$ cat src/rtl/timer_irq_pkg.sv
// timer_irq_pkg: shared definitions for the timer interrupt controller.
//   - FSM state encoding (HOLDOFF present only with TIMER_IRQ_HOLDOFF_EN)
//   - default vector numbers for the four timer sources
//   - TIFRx/TIMSKx bit positions
//   - source indices into the pending/select vectors (index 0 = highest priority)
// Optional feature macro: TIMER_IRQ_HOLDOFF_EN
package timer_irq_pkg;

`ifdef TIMER_IRQ_HOLDOFF_EN
  typedef enum logic [1:0] {
    IDLE    = 2'd0,
    REQ     = 2'd1,
    SERVICE = 2'd2,
    HOLDOFF = 2'd3
  } state_e;
`else
  typedef enum logic [1:0] {
    IDLE    = 2'd0,
    REQ     = 2'd1,
    SERVICE = 2'd2
  } state_e;
`endif

  localparam int unsigned DEF_VEC_T1_COMPA = 8;
  localparam int unsigned DEF_VEC_T1_OVF   = 10;
  localparam int unsigned DEF_VEC_T0_COMP  = 11;
  localparam int unsigned DEF_VEC_T0_OVF   = 12;

  localparam int unsigned BIT_OCF0  = 1;
  localparam int unsigned BIT_TOV0  = 0;
  localparam int unsigned BIT_OCF1A = 4;
  localparam int unsigned BIT_TOV1  = 0;

  localparam int unsigned SRC_N        = 4;
  localparam int unsigned SRC_T1_COMPA = 0;
  localparam int unsigned SRC_T1_OVF   = 1;
  localparam int unsigned SRC_T0_COMP  = 2;
  localparam int unsigned SRC_T0_OVF   = 3;

endpackage

$ cat src/rtl/timer_irq_prio_enc.sv
// timer_irq_prio_enc: fixed-priority select over the four pending sources.
// Ports:
//   pend   in  [SRC_N-1:0]  pending bits, index 0 has highest priority
//   valid  out              any source pending
//   vector out [VEC_W-1:0]  vector number of the winning source (0 if none)
//   sel    out [SRC_N-1:0]  one-hot select of the winning source
module timer_irq_prio_enc
  import timer_irq_pkg::*;
#(
  parameter int unsigned VEC_W = 5,
  parameter int unsigned VEC0  = DEF_VEC_T1_COMPA,
  parameter int unsigned VEC1  = DEF_VEC_T1_OVF,
  parameter int unsigned VEC2  = DEF_VEC_T0_COMP,
  parameter int unsigned VEC3  = DEF_VEC_T0_OVF
) (
  input  logic [SRC_N-1:0] pend,
  output logic             valid,
  output logic [VEC_W-1:0] vector,
  output logic [SRC_N-1:0] sel
);

  always_comb begin
    valid  = |pend;
    vector = '0;
    sel    = '0;
    if (pend[0]) begin
      vector = VEC_W'(VEC0);
      sel    = 4'b0001;
    end else if (pend[1]) begin
      vector = VEC_W'(VEC1);
      sel    = 4'b0010;
    end else if (pend[2]) begin
      vector = VEC_W'(VEC2);
      sel    = 4'b0100;
    end else if (pend[3]) begin
      vector = VEC_W'(VEC3);
      sel    = 4'b1000;
    end
  end

endmodule

$ cat src/rtl/timer_irq_controller.sv
// timer_irq_controller: arbitrates Timer0/Timer1 interrupt flags into a single
// CPU request with a latched vector, and strobes the hardware flag clear for
// the accepted source.
// Ports:
//   sysClock      in        system clock, rising edge
//   system_reset  in        asynchronous active-low reset
//   tifr0/timsk0  in  [7:0] Timer0 flags/mask (bit1 OCF0, bit0 TOV0)
//   tifr1/timsk1  in  [7:0] Timer1 flags/mask (bit4 OCF1A, bit0 TOV1)
//   global_ie     in        SREG I-bit
//   irq_ack       in        CPU accepts the presented vector
//   reti          in        CPU executed RETI
//   irq_req       out       interrupt request
//   irq_vector    out [VEC_W-1:0] vector of the presented request
//   flag_clr0/1   out [7:0] one-cycle flag-clear strobes
// Optional feature macro: TIMER_IRQ_HOLDOFF_EN (one idle cycle after RETI)
module timer_irq_controller
  import timer_irq_pkg::*;
#(
  parameter int unsigned VEC_W        = 5,
  parameter int unsigned VEC_T1_COMPA = DEF_VEC_T1_COMPA,
  parameter int unsigned VEC_T1_OVF   = DEF_VEC_T1_OVF,
  parameter int unsigned VEC_T0_COMP  = DEF_VEC_T0_COMP,
  parameter int unsigned VEC_T0_OVF   = DEF_VEC_T0_OVF
) (
  input  logic             sysClock,
  input  logic             system_reset,
  input  logic [7:0]       tifr0,
  input  logic [7:0]       timsk0,
  input  logic [7:0]       tifr1,
  input  logic [7:0]       timsk1,
  input  logic             global_ie,
  input  logic             irq_ack,
  input  logic             reti,
  output logic             irq_req,
  output logic [VEC_W-1:0] irq_vector,
  output logic [7:0]       flag_clr0,
  output logic [7:0]       flag_clr1
);

  state_e             state_q, state_d;
  logic               req_q, req_d;
  logic [VEC_W-1:0]   vector_q, vector_d;
  logic [SRC_N-1:0]   sel_q, sel_d;
  logic [7:0]         clr0_q, clr0_d;
  logic [7:0]         clr1_q, clr1_d;

  logic [SRC_N-1:0]   pend;
  logic               enc_valid;
  logic [VEC_W-1:0]   enc_vector;
  logic [SRC_N-1:0]   enc_sel;
  logic               sel_still_pending;

  always_comb begin
    pend               = '0;
    pend[SRC_T1_COMPA] = tifr1[BIT_OCF1A] & timsk1[BIT_OCF1A];
    pend[SRC_T1_OVF]   = tifr1[BIT_TOV1]  & timsk1[BIT_TOV1];
    pend[SRC_T0_COMP]  = tifr0[BIT_OCF0]  & timsk0[BIT_OCF0];
    pend[SRC_T0_OVF]   = tifr0[BIT_TOV0]  & timsk0[BIT_TOV0];
  end

  timer_irq_prio_enc #(
    .VEC_W (VEC_W),
    .VEC0  (VEC_T1_COMPA),
    .VEC1  (VEC_T1_OVF),
    .VEC2  (VEC_T0_COMP),
    .VEC3  (VEC_T0_OVF)
  ) u_prio (
    .pend   (pend),
    .valid  (enc_valid),
    .vector (enc_vector),
    .sel    (enc_sel)
  );

  // The latched source, not the current winner, decides whether to withdraw.
  assign sel_still_pending = |(sel_q & pend);

  always_comb begin
    state_d  = state_q;
    req_d    = 1'b0;
    vector_d = vector_q;
    sel_d    = sel_q;
    clr0_d   = '0;
    clr1_d   = '0;
    case (state_q)
      IDLE: begin
        if (global_ie && enc_valid) begin
          state_d  = REQ;
          req_d    = 1'b1;
          vector_d = enc_vector;
          sel_d    = enc_sel;
        end
      end
      REQ: begin
        // Ack takes precedence over a simultaneous withdraw condition.
        if (irq_ack) begin
          state_d           = SERVICE;
          clr1_d[BIT_OCF1A] = sel_q[SRC_T1_COMPA];
          clr1_d[BIT_TOV1]  = sel_q[SRC_T1_OVF];
          clr0_d[BIT_OCF0]  = sel_q[SRC_T0_COMP];
          clr0_d[BIT_TOV0]  = sel_q[SRC_T0_OVF];
        end else if (!global_ie || !sel_still_pending) begin
          state_d = IDLE;
        end else begin
          req_d = 1'b1;
        end
      end
      SERVICE: begin
        if (reti) begin
`ifdef TIMER_IRQ_HOLDOFF_EN
          state_d = HOLDOFF;
`else
          state_d = IDLE;
`endif
        end
      end
`ifdef TIMER_IRQ_HOLDOFF_EN
      HOLDOFF: state_d = IDLE;
`endif
      default: state_d = IDLE;
    endcase
  end

  always_ff @(posedge sysClock or negedge system_reset) begin
    if (!system_reset) begin
      state_q  <= IDLE;
      req_q    <= 1'b0;
      vector_q <= '0;
      sel_q    <= '0;
      clr0_q   <= '0;
      clr1_q   <= '0;
    end else begin
      state_q  <= state_d;
      req_q    <= req_d;
      vector_q <= vector_d;
      sel_q    <= sel_d;
      clr0_q   <= clr0_d;
      clr1_q   <= clr1_d;
    end
  end

  assign irq_req    = req_q;
  assign irq_vector = vector_q;
  assign flag_clr0  = clr0_q;
  assign flag_clr1  = clr1_q;

endmodule
$ cat config.mk
export PLATFORM = sky130hd
export DESIGN_NAME = timer_irq_controller
export DESIGN_NICKNAME = d
export VERILOG_FILES = /design/src/rtl/timer_irq_pkg.sv /design/src/rtl/timer_irq_prio_enc.sv /design/src/rtl/timer_irq_controller.sv
export SDC_FILE = /design/constraint.sdc
export NUM_CORES = 1
export LEC_CHECK = 0
export CAP_MARGIN = 10
export CELL_PAD_IN_SITES_DETAIL_PLACEMENT = 2
export CELL_PAD_IN_SITES_GLOBAL_PLACEMENT = 2
export CORE_ASPECT_RATIO = 0.7
export CORE_UTILIZATION = 17
export DETAILED_ROUTE_END_ITERATION = 6
export PLACE_DENSITY_LB_ADDON = 0.1
export REMOVE_ABC_BUFFERS = 1
export SYNTH_ARGS = -nofsm -noshare
export SYNTH_HDL_FRONTEND = slang
export SYNTH_SLANG_ARGS = --single-unit
$ cat constraint.sdc
create_clock -name sysClock -period 3.09 [get_ports sysClock]
set_input_delay 0.618 -clock sysClock [delete_from_list [all_inputs] [get_ports sysClock]]
set_output_delay 0.618 -clock sysClock [all_outputs]
set_load 0.05 [all_outputs]
[Word level (Yosys, flattened, before mapping)]
Cells that the tools add are included.
W data, S select, Z words.
Operators by class
  reductions and logical operators: 9
  bitwise logic cells: 5
  eq/ne operators: 5
  mux-type cells: 23
Operators by type and width (count)
  $mux W4: 5
  $mux W5: 3
  $mux W2: 6
  $reduce_or A4 Y1: 2
  $mux W1: 7
  $pmux W2 S3: 1
  $and A1 B1 Y1: 4
  $and A4 B4 Y4: 1
  $ne A2 B2 Y1 const B: 2
  $ne A3 B3 Y1 const B: 1
  $reduce_and A3 Y1: 1
  $eq A2 B1 Y1 const B: 1
  $eq A2 B2 Y1 const B: 1
  $logic_not A1 Y1: 2
  $logic_not A2 Y1: 1
  $pmux W1 S2: 1
  $reduce_and A2 Y1: 1
  $logic_and A1 B1 Y1: 1
  $logic_or A1 B1 Y1: 1
Storage, ports and cells
  bits of input ports: 37
  logic and storage cells: 48
  register bits: 16
  output and inout port bits: 22

[Longest topological paths before layout]
Gate-level depths: netlist of the first run.
  depth after elaboration: 8
  gate-level depth with buffers: 4

[By module]
Synthesis of the first run repeated with hierarchy kept, for this count alone.
Unflattened totals
  cells, all modules: 70
  area total of the unflattened synthesis: 863.3 µm²
By module, submodules not included
  timer_irq_controller: instances 1, area each 779.5 µm², seq. area each 400.4 µm², cells each 59
  timer_irq_prio_enc: instances 1, area each 83.8 µm², seq. area each 0.0 µm², cells each 11

[Worst setup path before layout of the first run]
No wires, ideal clock.
  kind: in2reg
  from: input global_ie
  to: register sel_q[0]
  slack: 1.658 ns
  setup time: 0.128 ns
  arrival: 1.304 ns
  data required time: 2.962 ns
  stages on the path: 4
  path through: or3b_1 -> buf_6 -> a21oi_4 -> o22ai_1
On the way
  cells in the longest elaborated chain, start to end: 2
Ends and longest elaborated chain
  start, declared: RTL line timer_irq_controller.sv:31  | input logic global_ie,
  $logic_and A1 B1 Y1: RTL line timer_irq_controller.sv:86  | if (global_ie && enc_valid) begin
  $reduce_and A2 Y1 (no line)
  end signal, assigned: RTL line timer_irq_controller.sv:135  | sel_q <= sel_d;
  end, declared: RTL line timer_irq_controller.sv:43  | logic [SRC_N-1:0] sel_q, sel_d;
Every way passes these cells.
A chain may end at the register's enable or synchronous reset.

[Final worst setup path of the first run]
  from: register vector_q[2], in the netlist irq_vector[2]
  to: output irq_vector[2]
RTL lines
  start, declared: RTL line timer_irq_controller.sv:42  | logic [VEC_W-1:0] vector_q, vector_d;
  start signal, assigned: RTL line timer_irq_controller.sv:134  | vector_q <= vector_d;
  end, declared: RTL line timer_irq_controller.sv:35  | output logic [VEC_W-1:0] irq_vector,
No word-level cell between the ends.

==> results.ini, run 1 <==
[critical_path]
worstPathCellList=clkdlybuf4s50_1
reg2regPathDepth=3
crit_arrival_ns=1.47
crit_buf_inv=1
cp_top_family=buffers and inverters
crit_slowest_cell=clkdlybuf4s50_1
start_kind=register
r2r-end=sel_q[0]$_DFFE_PN0P_
worstSetupEndpointType=primary output
ff2ff_setup_slack_ns=1.70
worstReg2RegStart=state_q[0]$_DFFE_PN0P_
cp.depth=1
crit_type=register to primary output
required_ns=2.47
critical-path-max-stage-delay_ns=0.83
path_max_fanout=4

[synthesis]
synthTopCellsByCount=buf_4, dfrtp_1, nand2_1
synthesis.area_sq_um=693
synthCells=69
synth_top_area_share_pct=46.9
ys_seq_area_share_pct=46.9
synth_ff_type=dfrtp_1
synth.most_common_cell=buf_4
avgSynthCellArea_sq_um=10.0
yosys_register_bits=13
yosys.area.top_type=dfrtp_1
async_flop_share_pct=100
synth_edf_count=0
ys_types=23
ys_warn_count=0
ys_top_cells_by_area=dfrtp_1, buf_4, a22oi_2

[layout]
final_util_pct=23.8
synthToLayoutAreaGrowth_pct=34.8
nNetsFinal=128
diodes=0
fill_cells=453
layout-drive-gt1-share_pct=7.78

[clock_network]
cts.sinks=13
clk_latency_ns=0.24
cts_setup_buffers=0
path_clk_slew_ns=0.06
cts_root_buffer=clkbuf_8
clock_path_buffers=2
numCtsBuffers=3
cts_tree=built
cts-resized-gates=0
cts_max_level=1
cts_hold_buf=0

[routing]
drc=2
via_per_inst=3.70
via_count=525
wl_mm=1.78
drt_iter0_drc=11
antenna_left=0
first_pass_iters=6
wire_per_inst_um=12.5

[die]
die_area_sq_um=4340
io_pins=59
core.rowCount=19
die_h_um=55.4
initial_utilization_pct=17.7
die_w_um=78.3
core-area_sq_um=3920

[outcome]
status=finished, violations left
violations=design-rule violations

[placed_design]
portBuffers=21
dp_hpwl_mm=1.37
dp_slack_ns=0.975
gp_congestion=0.726

[timing]
post-route-min-period_ns=2.09
max-slew-margin-rel_pct=57.9
finalHoldViolations=0
setup_ws_ns=1.00
drv_slew=0
tightestPinTransition_ns=0.630
fin_setup_tns_ns=0
clock.fmax_mhz=478
skew_ns=0.00264
finalSetupViolations=0
rsz0062_at_grt=no
finalCritPeriodShare_pct=67.6

[hold_path]
min_path_type=register to register
min_path_cells=1
min_to=irq_vector[3]$_DFFE_PN0P_
min-delay-start=irq_vector[3]$_DFFE_PN0P_

[grt]
grt_first_pass_wirelength_mm=2.93
gr-usage-all-layers_pct=9.21
overflow=0
first_global_vias=550
grt_max_degree=14
antenna_found_initial=0

[power]
ir_worst_vdd_uv=170
p_leak_nw=0.409
fin_total_pwr_w=0.000588
cellPowerDensity_nw_per_um2=629

[flow_run]
drv_cap=0

## kinds of logic after synthesis
group,Yosys count,share of synthesized area [%]
buf+inv,20,20.0
other cells,1,0.541
simple gates,19,14.4
flops,13,46.9
compound gates,16,18.1
## metrics by stage
stage	cells	hold WS (ns)	cell area, sq um
global route	142	0.503	935
global placement	138	0.453	890
CTS	142	0.477	935
finish	142	0.472	935
floorplan	65	0.322	614
detailed placement	138	0.456	890
## worst max path at each step
| stage | from | slack [ns] | endpoint |
|---|---|---|---|
| after global routing | irq_vector[2]$_DFFE_PN0P_ | 0.95 | irq_vector[2] |
| after detailed placement | global_ie | 0.97 | sel_q[0]$_DFFE_PN0P_ |
| after CTS | irq_vector[2]$_DFFE_PN0P_ | 0.99 | irq_vector[2] |
| after floorplan | global_ie | 1.66 | sel_q[0]$_DFFE_PN0P_ |
| after global placement | global_ie | 0.96 | sel_q[0]$_DFFE_PN0P_ |
| final | irq_vector[2]$_DFFE_PN0P_ | 1.0 | irq_vector[2] |
## sequential cells by signal, indices dropped and copies added, names as in the netlist
signal / count
sel_q: 3
flag_clr1: 2
flag_clr0: 2
state_q: 2
irq_req: 1
irq_vector: 3
## layout make-up
class | instances | area, sq um | share of cell area (%)
clock buffer | 4 | 45.0 | 4.82
multi-input combinational | 48 | 274 | 29.3
inverter | 4 | 15.0 | 1.61
sequential | 13 | 325 | 34.8
timing repair buffer | 21 | 210 | 22.5
tap | 52 | 65.1 | 6.96
## cells in the final DEF, fill, tap and decap left out, drive strengths merged, types with 2 or more instances in the layout
| master | n |
|---|---|
| nand2 | 5 |
| inv | 4 |
| a41o | 2 |
| a22oi | 2 |
| o22ai | 3 |
| nor2 | 4 |
| conb | 13 |
| a21oi | 4 |
| nand3 | 4 |
| o21ai | 3 |
| dfrtp | 13 |
| clkdlybuf4s50 | 21 |
| clkbuf | 4 |
## where the power goes
part,total (W),internal [W],switching [W],leakage (nW)
Combinational,0.000219,0.0000671,0.000152,0.220
Sequential,0.000217,0.000198,0.0000196,0.167
Clock,0.000151,0.0000910,0.0000602,0.0228
Total,0.000588,0.000356,0.000232,0.409
## per-layer routing
layer / vias to the layer above / wire length [um] / track usage (%)
met5: - / 0 / 0
met4: 0 / 18 / 3.17
met3: 4 / 103 / 3.47
met2: 21 / 755 / 12.8
met1: 249 / 900 / 12.9
li1: 251 / - / -
Power figures use the tool's default switching activity.
==> run 2, diff against run 1 <==
CORE_UTILIZATION = 14   (was 17)
clock period = 1.8 ns   (was 3.09 ns; I/O delays follow)
==> results.ini, run 2 (synthesized netlist as in run 1, its figures left out) <==
[die]
die_h_um=60.9  ; +9.8%
die_area_sq_um=5240  ; +21%
io_pins=59  ; unchanged
core-area_sq_um=4780  ; +22%
core.rowCount=21  ; +2
die_w_um=86.1  ; +9.9%
initial_utilization_pct=14.5  ; -3.2 points

[layout]
diodes=0  ; unchanged
final_util_pct=19.8  ; -4.0 points
layout_common_cells=conb_1, dfrtp_1, clkdlybuf4s50_1
fill_cells=573  ; +26%
instances_no_fill=161  ; +13%
layout-drive-gt1-share_pct=19.6  ; +12 points
nNetsFinal=130  ; +1.6%
synthToLayoutAreaGrowth_pct=36.8
fin_area_sq_um=948  ; +1.5%

[clock_network]
cts_root_buffer=clkbuf_8
cts.sinks=13  ; unchanged
cts-resized-gates=0  ; unchanged
cts_hold_buf=0  ; unchanged
path_clk_slew_ns=0.06  ; about the same
clock_path_buffers=2  ; unchanged
numCtsBuffers=3  ; unchanged
cts_setup_buffers=0  ; unchanged
cts_tree=built
clk_latency_ns=0.25  ; about the same
cts_max_level=1  ; unchanged

[timing]
finalCritPeriodShare_pct=85.5
finalHoldViolations=0  ; unchanged
rsz0062_at_grt=no
finalSetupViolations=0  ; unchanged
clock.fmax_mhz=650
drv_slew=0  ; unchanged
skew_ns=0.00499  ; +0.00236 ns
setup_ws_ns=0.262  ; -0.738 ns
final.hold.worst_slack_ns=0.438  ; -0.0345 ns
post-route-min-period_ns=1.54

[power]
ir_worst_vdd_uv=197  ; +16%
cellPowerDensity_nw_per_um2=1060  ; +69%
p_leak_nw=0.432  ; +5.6%

[routing]
via_per_inst=3.21  ; -13%
wire_per_inst_um=11.5  ; -8.0%
antenna_left=0  ; unchanged
first_pass_iters=2  ; -4
drc=0  ; -2
wl_mm=1.85  ; +4.3%
drt_iter0_drc=5  ; -6
via_count=517  ; -1.5%

[critical_path]
cp_top_family=buffers and inverters
crit_type=input pin to register
worstPathCellList=clkdlybuf4s50_1 > or3b_1 > a21oi_4 > o22ai_1
crit_arrival_ns=1.66  ; +0.19 ns
crit_slowest_cell=clkdlybuf4s50_1
path_max_fanout=6  ; +2
required_ns=1.92  ; -0.55 ns
crit_buf_inv=1  ; unchanged
worstSetupEndpointType=register
start_kind=input pin
critical-path-max-stage-delay_ns=0.48  ; -0.35 ns

[grt]
first_global_vias=551  ; +0.18%
grt_max_degree=14  ; unchanged
antenna_found_initial=0  ; unchanged
gr-usage-met1_pct=11.4  ; -1.5 points
overflow=0  ; unchanged
grt-busiest-layer=met1
grtUsageMet2_pct=10.9  ; -1.9 points
grt_first_pass_wirelength_mm=2.97  ; +1.2%
gr-usage-all-layers_pct=8.18  ; -1.0 points
grt.met3_usage_pct=3.81  ; +0.34 points

[flow_run]
drv_cap=0  ; unchanged

[hold_path]
min_path_type=input pin to async pin

[placed_design]
dp_hpwl_mm=1.46  ; +6.4%
dp_slack_ns=-0.0295  ; -1.00 ns
placed_area_sq_um=903  ; +1.5%
portBuffers=21  ; unchanged
gp_congestion=0.668  ; -8.0%
place_inst=157  ; +14%

[outcome]
status=finished, final reports clean

==> run 2: changes by cell type in the layout (fill, tap and decap cells not counted) <==
cell	change
buf_4	+11
clkdlybuf4s50_1	-9
==> run 2: final timing paths <==
kind	to	startpoint	cells after the start	slack (ns)
setup / recovery	sel_q[0]$_DFFE_PN0P_	global_ie	4	0.26
hold / removal	irq_vector[1]$_DFFE_PN0P_	system_reset	2	0.44
min in group sysClock	irq_vector[3]$_DFFE_PN0P_	irq_vector[3]$_DFFE_PN0P_	1	0.47
setup reg to reg	sel_q[0]$_DFFE_PN0P_	state_q[0]$_DFFE_PN0P_	3	0.41
max in group asynchronous	state_q[1]$_DFFE_PN0P_	system_reset	2	1.18
hold reg to reg	irq_vector[3]$_DFFE_PN0P_	irq_vector[3]$_DFFE_PN0P_	1	0.47
==> run 2: where the power goes <==
part,internal (W),switching [W]
sequential,0.000339,0.0000326
clock,0.000157,0.000108
combinational,0.000108,0.000261
==> run 2: layout make-up <==
cell class / instances / area (sq um) / share of cell area, %
Clock buffer: 4 / 45.0 / 4.75
Tap cell: 69 / 86.3 / 9.10
Timing Repair Buffer: 23 / 203 / 21.4
Inverter: 4 / 15.0 / 1.58
Multi-Input combinational cell: 48 / 274 / 28.9
Sequential cell: 13 / 325 / 34.3
==> run 2: metal layers <==
| metal | up-vias | part of all wire (%) | wire length, um |
|---|---|---|---|
| met5 | - | 0 | 0 |
| met4 | 0 | 0.92 | 17 |
| met3 | 4 | 6.1 | 113 |
| met2 | 20 | 37 | 687 |
| met1 | 239 | 56 | 1040 |
| li1 | 254 | - | - |
==> run 2: through the flow <==
step / setup TNS, ns / total power [W]
final: 0 / 0.00101
after global routing: 0 / 0.00108
after CTS: 0 / 0.00103
after detailed placement: -0.0295 / 0.000753
after global placement: -0.0384 / 0.000751
after floorplan: 0 / 0.000619
